`src/rtl/lsu_mem_port_if.sv`:
```
`default_nettype none
// ============================================================================
// Module      : lsu_mem_port_if
// Description : Bundles the core-side request/response handshake and the
//               data-RAM initiator bus of the load/store unit.
//                 core side : i_req, i_we, i_size, i_signed, i_addr, i_wdata
//                             -> o_ready, o_done, o_err, o_rdata
//                 RAM side  : o_mem_addr, o_mem_data, o_mem_we -> RAM,
//                             i_mem_data <- RAM (async read)
//               slave  : the LSU's view of the bundle.
//               master : the environment's view (core + RAM).
// Revision    : 1.0 - initial release
// ============================================================================
interface lsu_mem_port_if #(
  parameter int ADDR_WIDTH = 5
);
  logic                  i_req;
  logic                  i_we;
  logic [1:0]            i_size;
  logic                  i_signed;
  logic [31:0]           i_addr;
  logic [31:0]           i_wdata;
  logic                  o_ready;
  logic                  o_done;
  logic                  o_err;
  logic [31:0]           o_rdata;
  logic [ADDR_WIDTH-1:0] o_mem_addr;
  logic [31:0]           o_mem_data;
  logic                  o_mem_we;
  logic [31:0]           i_mem_data;

  modport slave (
    input  i_req, i_we, i_size, i_signed, i_addr, i_wdata, i_mem_data,
    output o_ready, o_done, o_err, o_rdata, o_mem_addr, o_mem_data, o_mem_we
  );

  modport master (
    output i_req, i_we, i_size, i_signed, i_addr, i_wdata, i_mem_data,
    input  o_ready, o_done, o_err, o_rdata, o_mem_addr, o_mem_data, o_mem_we
  );
endinterface
`default_nettype wire

```
`src/rtl/lsu_mem_port.sv`:
```
`default_nettype none
// ============================================================================
// Module      : lsu_mem_port
// Description : Load/store unit driving a word-wide single-port data RAM
//               (async read, sync write, no byte enables). Byte/half/word
//               loads with sign/zero extension, sub-word stores by
//               read-modify-write, misaligned accesses flagged without
//               touching memory.
// Ports       : i_clk  - clock, all state on rising edge
//               i_rst  - asynchronous active-high reset
//               bus    - lsu_mem_port_if.slave (request handshake + RAM bus)
// Revision    : 1.0 - initial release
// ============================================================================
module lsu_mem_port #(
  parameter int ADDR_WIDTH = 5
) (
  input  logic          i_clk,
  input  logic          i_rst,
  lsu_mem_port_if.slave bus
);

  typedef enum logic [1:0] {
    S_IDLE   = 2'd0,
    S_ACCESS = 2'd1,
    S_WRITE  = 2'd2,
    S_DONE   = 2'd3
  } state_t;

  state_t                r_state;
  logic                  r_ready;
  logic                  r_done;
  logic                  r_err;
  logic                  r_we;
  logic                  r_signed;
  logic [1:0]            r_size;
  logic [ADDR_WIDTH+1:0] r_addr;
  logic [31:0]           r_wdata;
  logic [31:0]           r_merge;
  logic [31:0]           r_rdata;

  logic                  w_misalign;
  logic                  w_word_store;
  logic [7:0]            w_byte;
  logic [15:0]           w_half;
  logic [31:0]           w_load;
  logic [31:0]           w_merged;
  logic                  w_unused_addr;

  // Address bits above the RAM range are ignored: accesses wrap.
  assign w_unused_addr = ^bus.i_addr[31:ADDR_WIDTH+2];

  // Size 2'b11 behaves as a word everywhere, so size[1] means "word".
  assign w_misalign = ((bus.i_size == 2'b01) & bus.i_addr[0]) |
                      (bus.i_size[1] & (|bus.i_addr[1:0]));

  assign w_word_store = r_we & r_size[1];

  // Lane extraction from the RAM word for loads.
  always_comb begin
    w_byte = bus.i_mem_data[{r_addr[1:0], 3'b000} +: 8];
    w_half = bus.i_mem_data[{r_addr[1], 4'b0000} +: 16];
    case (r_size)
      2'b00:   w_load = {{24{r_signed & w_byte[7]}}, w_byte};
      2'b01:   w_load = {{16{r_signed & w_half[15]}}, w_half};
      default: w_load = bus.i_mem_data;
    endcase
  end

  // Merge the store lane(s) into the word read during ACCESS.
  always_comb begin
    w_merged = r_merge;
    if (r_size == 2'b00) begin
      w_merged[{r_addr[1:0], 3'b000} +: 8] = r_wdata[7:0];
    end else begin
      w_merged[{r_addr[1], 4'b0000} +: 16] = r_wdata[15:0];
    end
  end

  always_ff @(posedge i_clk or posedge i_rst) begin
    if (i_rst) begin
      r_state  <= S_IDLE;
      r_ready  <= 1'b1;
      r_done   <= 1'b0;
      r_err    <= 1'b0;
      r_we     <= 1'b0;
      r_signed <= 1'b0;
      r_size   <= 2'b00;
      r_addr   <= '0;
      r_wdata  <= '0;
      r_merge  <= '0;
      r_rdata  <= '0;
    end else begin
      case (r_state)
        S_IDLE: begin
          if (bus.i_req) begin
            r_we     <= bus.i_we;
            r_size   <= bus.i_size;
            r_signed <= bus.i_signed;
            r_addr   <= bus.i_addr[ADDR_WIDTH+1:0];
            r_wdata  <= bus.i_wdata;
            r_ready  <= 1'b0;
            if (w_misalign) begin
              // Skip the RAM entirely and report straight away.
              r_state <= S_DONE;
              r_done  <= 1'b1;
              r_err   <= 1'b1;
            end else begin
              r_state <= S_ACCESS;
            end
          end
        end
        S_ACCESS: begin
          if (!r_we) begin
            r_rdata <= w_load;
            r_state <= S_DONE;
            r_done  <= 1'b1;
          end else if (w_word_store) begin
            r_state <= S_DONE;
            r_done  <= 1'b1;
          end else begin
            r_merge <= bus.i_mem_data;
            r_state <= S_WRITE;
          end
        end
        S_WRITE: begin
          r_state <= S_DONE;
          r_done  <= 1'b1;
        end
        default: begin
          r_state <= S_IDLE;
          r_done  <= 1'b0;
          r_err   <= 1'b0;
          r_ready <= 1'b1;
        end
      endcase
    end
  end

  // Write strobe/data decode straight from state so a reset removes them
  // in the same instant the state is cleared.
  assign bus.o_mem_we   = ((r_state == S_ACCESS) & w_word_store) |
                          (r_state == S_WRITE);
  assign bus.o_mem_data = (r_state == S_WRITE)                  ? w_merged :
                          ((r_state == S_ACCESS) & w_word_store) ? r_wdata  :
                                                                   32'd0;
  assign bus.o_mem_addr = r_addr[ADDR_WIDTH+1:2];
  assign bus.o_ready    = r_ready;
  assign bus.o_done     = r_done;
  assign bus.o_err      = r_err;
  assign bus.o_rdata    = r_rdata;

endmodule
`default_nettype wire

```
`src/flat_wrapper.sv`:
```
// flat-port wrapper written by rule: the top's interface ports become plain ports
module lsu_mem_port_flat 
#(
  parameter int ADDR_WIDTH = 5
)
  (i_clk, i_rst, bus_i_req, bus_i_we, bus_i_size, bus_i_signed, bus_i_addr, bus_i_wdata, bus_i_mem_data, bus_o_ready, bus_o_done, bus_o_err, bus_o_rdata, bus_o_mem_addr, bus_o_mem_data, bus_o_mem_we);
  lsu_mem_port_if #(.ADDR_WIDTH(ADDR_WIDTH)) bus_i ();
  input  logic i_clk;
  input  logic i_rst;
  input wire logic [$bits(bus_i.i_req)-1:0] bus_i_req;
  input wire logic [$bits(bus_i.i_we)-1:0] bus_i_we;
  input wire logic [$bits(bus_i.i_size)-1:0] bus_i_size;
  input wire logic [$bits(bus_i.i_signed)-1:0] bus_i_signed;
  input wire logic [$bits(bus_i.i_addr)-1:0] bus_i_addr;
  input wire logic [$bits(bus_i.i_wdata)-1:0] bus_i_wdata;
  input wire logic [$bits(bus_i.i_mem_data)-1:0] bus_i_mem_data;
  output wire logic [$bits(bus_i.o_ready)-1:0] bus_o_ready;
  output wire logic [$bits(bus_i.o_done)-1:0] bus_o_done;
  output wire logic [$bits(bus_i.o_err)-1:0] bus_o_err;
  output wire logic [$bits(bus_i.o_rdata)-1:0] bus_o_rdata;
  output wire logic [$bits(bus_i.o_mem_addr)-1:0] bus_o_mem_addr;
  output wire logic [$bits(bus_i.o_mem_data)-1:0] bus_o_mem_data;
  output wire logic [$bits(bus_i.o_mem_we)-1:0] bus_o_mem_we;
  assign bus_i.i_req = bus_i_req;
  assign bus_i.i_we = bus_i_we;
  assign bus_i.i_size = bus_i_size;
  assign bus_i.i_signed = bus_i_signed;
  assign bus_i.i_addr = bus_i_addr;
  assign bus_i.i_wdata = bus_i_wdata;
  assign bus_i.i_mem_data = bus_i_mem_data;
  assign bus_o_ready = bus_i.o_ready;
  assign bus_o_done = bus_i.o_done;
  assign bus_o_err = bus_i.o_err;
  assign bus_o_rdata = bus_i.o_rdata;
  assign bus_o_mem_addr = bus_i.o_mem_addr;
  assign bus_o_mem_data = bus_i.o_mem_data;
  assign bus_o_mem_we = bus_i.o_mem_we;
  lsu_mem_port #(.ADDR_WIDTH(ADDR_WIDTH)) u_core (.i_clk(i_clk), .i_rst(i_rst), .bus(bus_i));
endmodule
```
`config.mk`:
```
export PLATFORM = sky130hd
export DESIGN_NAME = lsu_mem_port_flat
export DESIGN_NICKNAME = d
export VERILOG_FILES = /design/src/rtl/lsu_mem_port_if.sv /design/src/rtl/lsu_mem_port.sv /design/src/flat_wrapper.sv
export SDC_FILE = /design/constraint.sdc
export NUM_CORES = 1
export LEC_CHECK = 0
export CAP_MARGIN = 40
export CORE_ASPECT_RATIO = 0.8
export CORE_MARGIN = 4
export CORE_UTILIZATION = 43
export DETAILED_ROUTE_END_ITERATION = 10
export GPL_TIMING_DRIVEN = 0
export PLACE_DENSITY_LB_ADDON = 0.05
export SYNTH_ARGS = -nofsm -noshare
export SYNTH_HDL_FRONTEND = slang
export SYNTH_SLANG_ARGS = --single-unit
```
`constraint.sdc`:
```
create_clock -name i_clk -period 3.8 [get_ports i_clk]
set_input_delay 0.76 -clock i_clk [delete_from_list [all_inputs] [get_ports i_clk]]
set_output_delay 0.76 -clock i_clk [all_outputs]
set_load 0.05 [all_outputs]
```
* Yosys cells after proc, flatten, opt, wreduce, memory -nomap -nowiden
Index checks and enable logic that the tools add are counted.
** Operators by class
- $add $sub $neg :: 2
- Eq/ne operators :: 7
- Shift operators :: 6
- Muxes and demuxes :: 19
- Bitwise logic cells :: 11
- Reduce and logical (&&, ||, !) cells :: 10
** Operators by type and width (number)
- $mux 32 :: 3
- $bwmux 32 :: 2
- $pmux 32 s2 :: 1
- $shift 16x7->32 const A :: 1
- $shift 8x7->32 const A :: 1
- $shiftx 16x7->32 :: 1
- $shiftx 32x6->16 :: 1
- $shiftx 32x6->8 :: 1
- $shiftx 8x7->32 :: 1
- $neg 5->7 :: 2
- $reduce_and 3->1 :: 3
- $and 1x1->1 :: 6
- $eq 2x1->1 const B :: 3
- $mux 1 :: 6
- $mux 2 :: 3
- $pmux 2 s3 :: 1
- $reduce_and 2->1 :: 3
- $logic_not 2->1 :: 2
- $pmux 1 s2 :: 2
- $reduce_or 2->1 :: 2
- $ne 3x3->1 const B :: 1
- $not 1->1 :: 3
- $pmux 1 s3 :: 1
- $eq 2x2->1 const B :: 1
- 3 further kinds :: 4
** Storage, ports and cells
- Flip-flop bits (word level) :: 112
- Bits of input ports :: 103
- Output and inout bits :: 73
- Word-level logic and storage cells :: 66

* Depth between registers and ports, before layout
Gate-level depths: netlist of the first run.
- Depth after elaboration :: 6
- Gate-level depth with buffers :: 8

* Least setup slack after synthesis of the first run
Ideal clock, no wire load.
- Path type :: reg2out
- Start :: reg u_core.r_addr[1]
- End :: out bus_o_mem_data[12]
- Arrival time :: 2.752 ns
- Required time :: 3.040 ns
- Path slack :: 0.288 ns
- Stages on the path, launching flop included :: 9
- Buffers on the path :: 2
- Cells stage by stage :: dfrtp_1 -> buf_2 -> clkinv_1 -> ha_1 -> nor2_1 -> and4_1 -> clkbuf_1 -> a221oi_1 -> o21ai_0
** On the way
- Longest elaborated chain between the ends :: 5
- Elaborated cells on any way between the ends :: 10
** Ends and longest elaborated chain
- from (decl) :: RTL line lsu_mem_port.sv:36 : logic [ADDR_WIDTH+1:0] r_addr;
- from (signal assigned) :: RTL line lsu_mem_port.sv:99 : r_addr <= bus.i_addr[ADDR_WIDTH+1:0];
- $neg 5->7, on equally long branches :: RTL line lsu_mem_port.sv:75, lsu_mem_port.sv:73
- $shiftx 16x7->32, or another cell as far along :: RTL line lsu_mem_port.sv:75 : w_merged[{r_addr[1], 4'b0000} +: 16] = r_wdata[15:0];
- $bwmux 32, on equally long branches :: RTL line lsu_mem_port.sv:75, lsu_mem_port.sv:73
- $mux 32 (*) :: RTL line lsu_mem_port.sv:72 : if (r_size == 2'b00) begin
- $mux 32 (*) :: RTL line lsu_mem_port.sv:143 : assign bus.o_mem_data = (r_state == S_WRITE) ? w_merged :
- to (decl) :: RTL line flat_wrapper.sv:22 : output wire logic [$bits(bus_i.o_mem_data)-1:0] bus_o_mem_data;
Mark *: on every way between the ends. The rest lies on a longest branch, timed or not.

* Worst setup path after layout of the first run
- Start :: reg u_core.r_addr[1]
- End :: out bus_o_mem_data[26]
Same word-level chain as after synthesis.

==> impl_metrics.tcl, run 1 <==
set metrics [dict create \
    status "finished, final reports clean" \
    worst_setup_path_end_kind "output port" \
    yosysUniqueCellTypes 43 \
    ys.flop_type "dfrtp_1" \
    min_to "u_core.r_addr[3]" \
    place_ws_ps -251 \
    cts-buffers-inserted 9 \
    synth_edf_count 0 \
    arrival_ps 2920 \
    wl_um 20200 \
    die_y_um 114 \
    synth_cells 594 \
    overflow 0 \
    start_util_pct 44.1 \
    area_growth_pct 34.0 \
    core-area_um2 13600 \
    busiest_layer "met2" \
    synth_simple_gate_area_share_pct 9.42 \
    synth_xor_area_share_pct 0 \
    final_antenna_net_count 0 \
    synth_area_leaders "dfrtp_1 (46%), mux2_2 (17%), o21ai_0 (6.6%)" \
    dp_cells 925 \
    cap_violations 0 \
    vias_per_cell 5.78 \
    final-hold-violation-count 0 \
    seqCellArea_um2 2810 \
    portBuffers 150 \
    synth_adder_area_share_pct 2.09 \
    critical_path_class "reg2out" \
    maxSlewViolCount 0 \
    r2r_cells 6 \
    drcViolationCount 0 \
    ir_worst_vdd_uv 585 \
    dieArea_um2 15900 \
    drtIter0Drc 513 \
    synth_top_family_by_area "compound AO/OA/AOI/OAI gates" \
    setup_ws_ps 121 \
    clockBufferDepth 2 \
    first_global_vias 5483 \
    synth_most_common_cell "dfrtp_1" \
    cp_max_fo 11 \
    clock.fmax_mhz 272 \
    synth_top_area_cell "dfrtp_1" \
    grtUsageTotal_pct 25.2 \
    vias 5431 \
    crit_path_start_kind "flip-flop" \
    setup_violations 0 \
    syn_avg_cell_area_um2 10.1 \
    die_x_um 140 \
    hold_depth 1 \
    r2r-start "u_core.r_addr[1]" \
    met1_usage_pct 36.3 \
    cts.sinks 112 \
    tightest_slew_ps 870 \
    final_nets 868 \
    fill_cells 1218 \
    utilization_pct 59.1 \
    grt_pass1_wl_um 31000 \
    synthMuxAreaShare_pct 17.6 \
    cts.clk_slew.worst_paths_ps 80 \
    gp_congestion 0.875 \
    crit_required_ps 3040 \
    rows 38 \
    synth_common_cells "dfrtp_1 (111), mux2_2 (91), o21ai_0 (79), nand2_1 (63), a21oi_1 (49)" \
    synth-seq-cells 112 \
    p_leak_uw 0.00332 \
    drive_gt1_share_pct 22.9 \
    synth_compound_area_share_pct 19.1 \
    power_density_nw_per_um2 1050 \
    multi_input_area_um2 2900 \
    met3_usage_pct 5.03 \
    syn_area_um2 6000 \
    grt_max_degree 59 \
    drt_pass1_iterations 5 \
    async_flop_share_pct 100 \
    period_share_pct 96.8 \
    post-route-min-period_ps 3680 \
    antenna_cells 0 \
    ctsRootBufferMaster "clkbuf_16" \
    rrSetupSlack_ps 1550 \
    use_met2_pct 39.5 \
    final_cells 940 \
    num_io_pins 176 \
    fin_skew_ps 5.16 \
    synth_nets 707 \
    yosysTopAreaCellShare_pct 46.3 \
    holdCritPathClass "reg2reg" \
    htreeDepth 3 \
    slew-limit-headroom_pct 41.5 \
    tritoncts "built" \
    timing.rr.end "u_core.bus.o_rdata[24]" \
    clock_latency_ps 350 \
    wl_per_cell_um 21.5 \
    ys_warn_count 0 \
    ys_seq_area_share_pct 46.7 \
    min_from "u_core.r_addr[3]" \
    dp_hpwl_um 15300 \
    antenna_found_initial 0 \
]
## layer usage
layer	vias to the layer above	part of all wire [%]
met5	-	0
met4	0	1.8
met1	2730	46
met3	27	6.5
met2	219	46
li1	2455	-
## worst max path at each step
stage | cells after the start | slack [ps] | from | endpoint
final | 9 | 120 | u_core.r_addr[1] | bus_o_mem_data[26]
after global routing | 9 | -20 | u_core.r_addr[1] | bus_o_mem_data[26]
after CTS | 8 | 2 | u_core.r_addr[0] | bus_o_mem_data[8]
after detailed placement | 9 | -250 | u_core.r_addr[1] | bus_o_mem_data[22]
after global placement | 2 | -1530 | i_rst | u_core.bus.o_rdata[19]
after floorplan | 1 | 80 | i_rst | u_core.bus.o_done
## area by class of cell
type                            count  share of cell area (%)
Multi-Input combinational cell    415                    36.1
Sequential cell                   112                    34.9
Timing Repair Buffer              152                    18.8
Clock buffer                        9                    2.80
Tap cell                          180                    2.80
Buffer                             45                    2.75
Inverter                           20                   0.981
Clock inverter                      7                   0.934
## metrics by stage
stage	TNS [ps]	cell area [um2]	hold WS (ps)	power (uW)
after floorplan	0	6000	466	5810
after global placement	-171490	7730	479	7460
after detailed placement	-4420	7760	494	7570
after CTS	0	8070	513	8440
after global routing	-30.3	8040	528	8910
final	0	8040	510	8450
## report_power, final
part / total (uW) / switching (uW) / internal, uW
Clock: 957 / 491 / 466
Sequential: 2380 / 567 / 1810
Combinational: 5120 / 3230 / 1880
Total: 8450 / 4290 / 4160
## critical path: stages (launching register included)
cell,delay (ps)
dfrtp_1,390
buf_2,220
clkinv_2,220
ha_1,280
nor2_1,200
nor4b_4,220
buf_4,210
a221oi_1,90
o21ai_0,300
clkdlybuf4s15_2,420
## flip-flops by register name, summed over array words and instances (netlist names)
register,cells
u_core.bus.o_done,1
u_core.bus.o_err,1
u_core.bus.o_rdata,32
u_core.bus.o_ready,1
u_core.r_addr,7
u_core.r_merge,32
u_core.r_signed,1
u_core.r_size,2
u_core.r_state,2
u_core.r_wdata,32
u_core.r_we,1
## what timing repair did
item                                    4_1_cts  5_1_grt
endpoints found under the setup margin       32       33
resized for setup                            92       28
hold buffers                                  0        0
setup buffers                                 0        1
pin swaps                                     0        0
cloned                                        0        0
## layout by cell type, fill, tap and decap left out, types with 2 or more instances in the layout
master / n
ha_1: 10
and4_2: 2
clkdlybuf4s50_1: 118
clkdlybuf4s15_2: 19
a21oi_1: 49
nor2b_1: 2
o21ai_0: 79
clkbuf_16: 9
nand4b_1: 2
nor3_1: 4
nand3b_1: 8
o21ai_1: 3
buf_6: 2
nand2b_1: 4
inv_1: 17
buf_2: 14
a221oi_1: 24
buf_4: 6
nand3_1: 2
clkbuf_2: 11
nand2_1: 63
nor2_1: 29
a31oi_1: 6
or3b_2: 2
a21o_1: 6
mux2_2: 91
a22o_1: 8
clkbuf_1: 23
o22a_1: 3
mux2i_1: 3
inv_6: 3
clkdlybuf4s15_1: 2
clkinv_8: 2
dfrtp_1: 110
## cells by family after synthesis
kind of cell    after synthesis
simple gates                122
compound gates              189
fa+ha+maj                    10
mux                          94
flops                       112
buf+inv                      67
(Power assumes the default switching activity.)
==> run 2, diff against run 1 <==
--- a/config.mk
+++ b/config.mk
@@ -8,7 +8,8 @@
 export CAP_MARGIN = 40
 export CORE_ASPECT_RATIO = 0.8
 export CORE_MARGIN = 4
-export CORE_UTILIZATION = 43
+export CORE_UTILIZATION = 45
+export CTS_BUF_LIST = sky130_fd_sc_hd__clkbuf_8
 export DETAILED_ROUTE_END_ITERATION = 10
 export GPL_TIMING_DRIVEN = 0
 export PLACE_DENSITY_LB_ADDON = 0.05
==> impl_metrics.tcl, run 2 (same netlist as run 1, synthesis figures left out) <==
set metrics [dict create \
    status "finished, final reports clean" \
    final_antenna_net_count 0 \
    utilization_pct 60.9 \
    overflow 0 \
    use_met2_pct 40.2 \
    cts_hold_buf 0 \
    ir_worst_vdd_uv 785 \
    maxSlewViolCount 0 \
    final_common_cell "clkdlybuf4s50_1" \
    tritoncts "built" \
    cts.sinks 112 \
    wl_um 19900 \
    placed_area_um2 7750 \
    drtIter0Drc 582 \
    design_area_um2 7900 \
    core-area_um2 13000 \
    antenna_found_initial 0 \
    grt_max_degree 59 \
    cts.clk_slew.worst_paths_ps 120 \
    final-hold-violation-count 0 \
    worst_setup_path_end_kind "output port" \
    clock.fmax_mhz 276 \
    crit_required_ps 3040 \
    crit_path_start_kind "flip-flop" \
    start_util_pct 46.3 \
    arrival_ps 2870 \
    antenna_cells 0 \
    crit_slowest_cell "clkdlybuf4s15_2" \
    rsz0062_at_grt "no" \
    cp_max_fo 11 \
    drive_gt1_share_pct 23.3 \
    die_y_um 111 \
    wl_per_cell_um 21.3 \
    slew-limit-headroom_pct 38.6 \
    drcViolationCount 0 \
    first_global_vias 5597 \
    power_uw 8170 \
    post-route-min-period_ps 3630 \
    met3_usage_pct 4.58 \
    gp_congestion 0.868 \
    busiest_layer "met2" \
    mostFrequentLayoutCells "clkdlybuf4s50_1 (118), dfrtp_1 (110), mux2_2 (91)" \
    drt_pass1_iterations 5 \
    htreeDepth 3 \
    num_io_pins 176 \
    vias_per_cell 5.76 \
    final_nets 869 \
    met1_usage_pct 39.3 \
    setup_violations 0 \
    power_density_nw_per_um2 1030 \
    vias 5396 \
    critical_path_class "reg2out" \
    cp_cell_sequence "buf_2 -> clkinv_2 -> ha_1 -> nor2_1 -> and4_2 -> a221oi_1 -> o21ai_0 -> clkdlybuf4s15_2" \
    dieArea_um2 15300 \
    grtUsageTotal_pct 26.5 \
    fill_cells 1130 \
    period_share_pct 95.5 \
    ctsRootBufferMaster "clkbuf_8" \
    tightest_slew_ps 914 \
    holdCritPathClass "reg2reg" \
    fin_skew_ps 12.2 \
    clock_latency_ps 380 \
    slowest_delay_ps 420 \
    dp_hpwl_um 15100 \
    clockBufferDepth 2 \
    cap_violations 0 \
    rows 37 \
    portBuffers 150 \
    p_leak_uw 0.00327 \
    area_growth_pct 31.6 \
    cts-buffers-inserted 9 \
    die_x_um 137 \
    grt_pass1_wl_um 31400 \
]
## run 2: cell count changes in the layout (fill, tap and decap cells not counted), moves of 3 or more
cell	change
clkbuf_16	-9
clkbuf_8	+9
clkdlybuf4s15_2	-4
buf_2	+3
## run 2: area by class of cell
type / count / area (um2) / share of cell area (%)
multi-input combinational: 415 / 2900 / 36.7
tap: 175 / 219 / 2.77
sequential: 112 / 2810 / 35.5
buffer: 45 / 221 / 2.80
inverter: 20 / 78.8 / 0.998
clock buffer: 9 / 124 / 1.57
clock inverter: 7 / 61.3 / 0.776
timing repair buffer: 153 / 1490 / 18.8
## run 2: worst max-delay path, delay by kind of cell (launching register included)
family          cells  cell delay, ps
simple gates        2             560
flops               1             390
fa+ha+maj           1             290
buf+inv             3             870
compound gates      2             370
## run 2: path summary, 6_finish.rpt
| path | startpoint | end | slack (ps) | depth (start not counted) |
|---|---|---|---|---|
| setup / recovery | u_core.r_addr[1] | bus_o_mem_data[8] | 170 | 8 |
| hold / removal | u_core.bus.o_ready | u_core.bus.o_ready | 520 | 2 |
| setup reg to reg | u_core.r_state[1] | u_core.bus.o_rdata[0] | 1600 | 7 |
| hold reg to reg | u_core.bus.o_ready | u_core.bus.o_ready | 520 | 2 |
| max in group asynchronous | i_rst | u_core.bus.o_ready | 2210 | 3 |
| min in group asynchronous | i_rst | u_core.r_addr[5] | 860 | 2 |
## run 2: what timing repair did
action,CTS,global route
setup buffers,2,0
endpoints found under the setup margin,32,33
resized for setup,87,43
## run 2: metrics by stage
stage	TNS (ps)	cells	hold slack, ps	worst slack (ps)
3_3_place_gp	-166350	919	481	-1480
5_1_grt	0	936	530	0.619
6_report	0	936	518	171
2_1_floorplan	0	594	466	82.6
3_5_place_dp	-4570	920	495	-324
4_1_cts	0	938	516	8.46
## run 2: where the power goes
part	leakage [uW]	switching, uW	internal (uW)	total (uW)
registers	0.00131	564	1810	2370
logic	0.00187	3230	1870	5100
clock network	0.0000936	446	252	698
## run 2: routing by layer
| metal | part of all wire (%) | vias to the layer above |
|---|---|---|
| met4 | 1.9 | 0 |
| met1 | 45 | 2671 |
| li1 | - | 2453 |
| met5 | 0 | - |
| met2 | 45 | 244 |
| met3 | 7.7 | 28 |
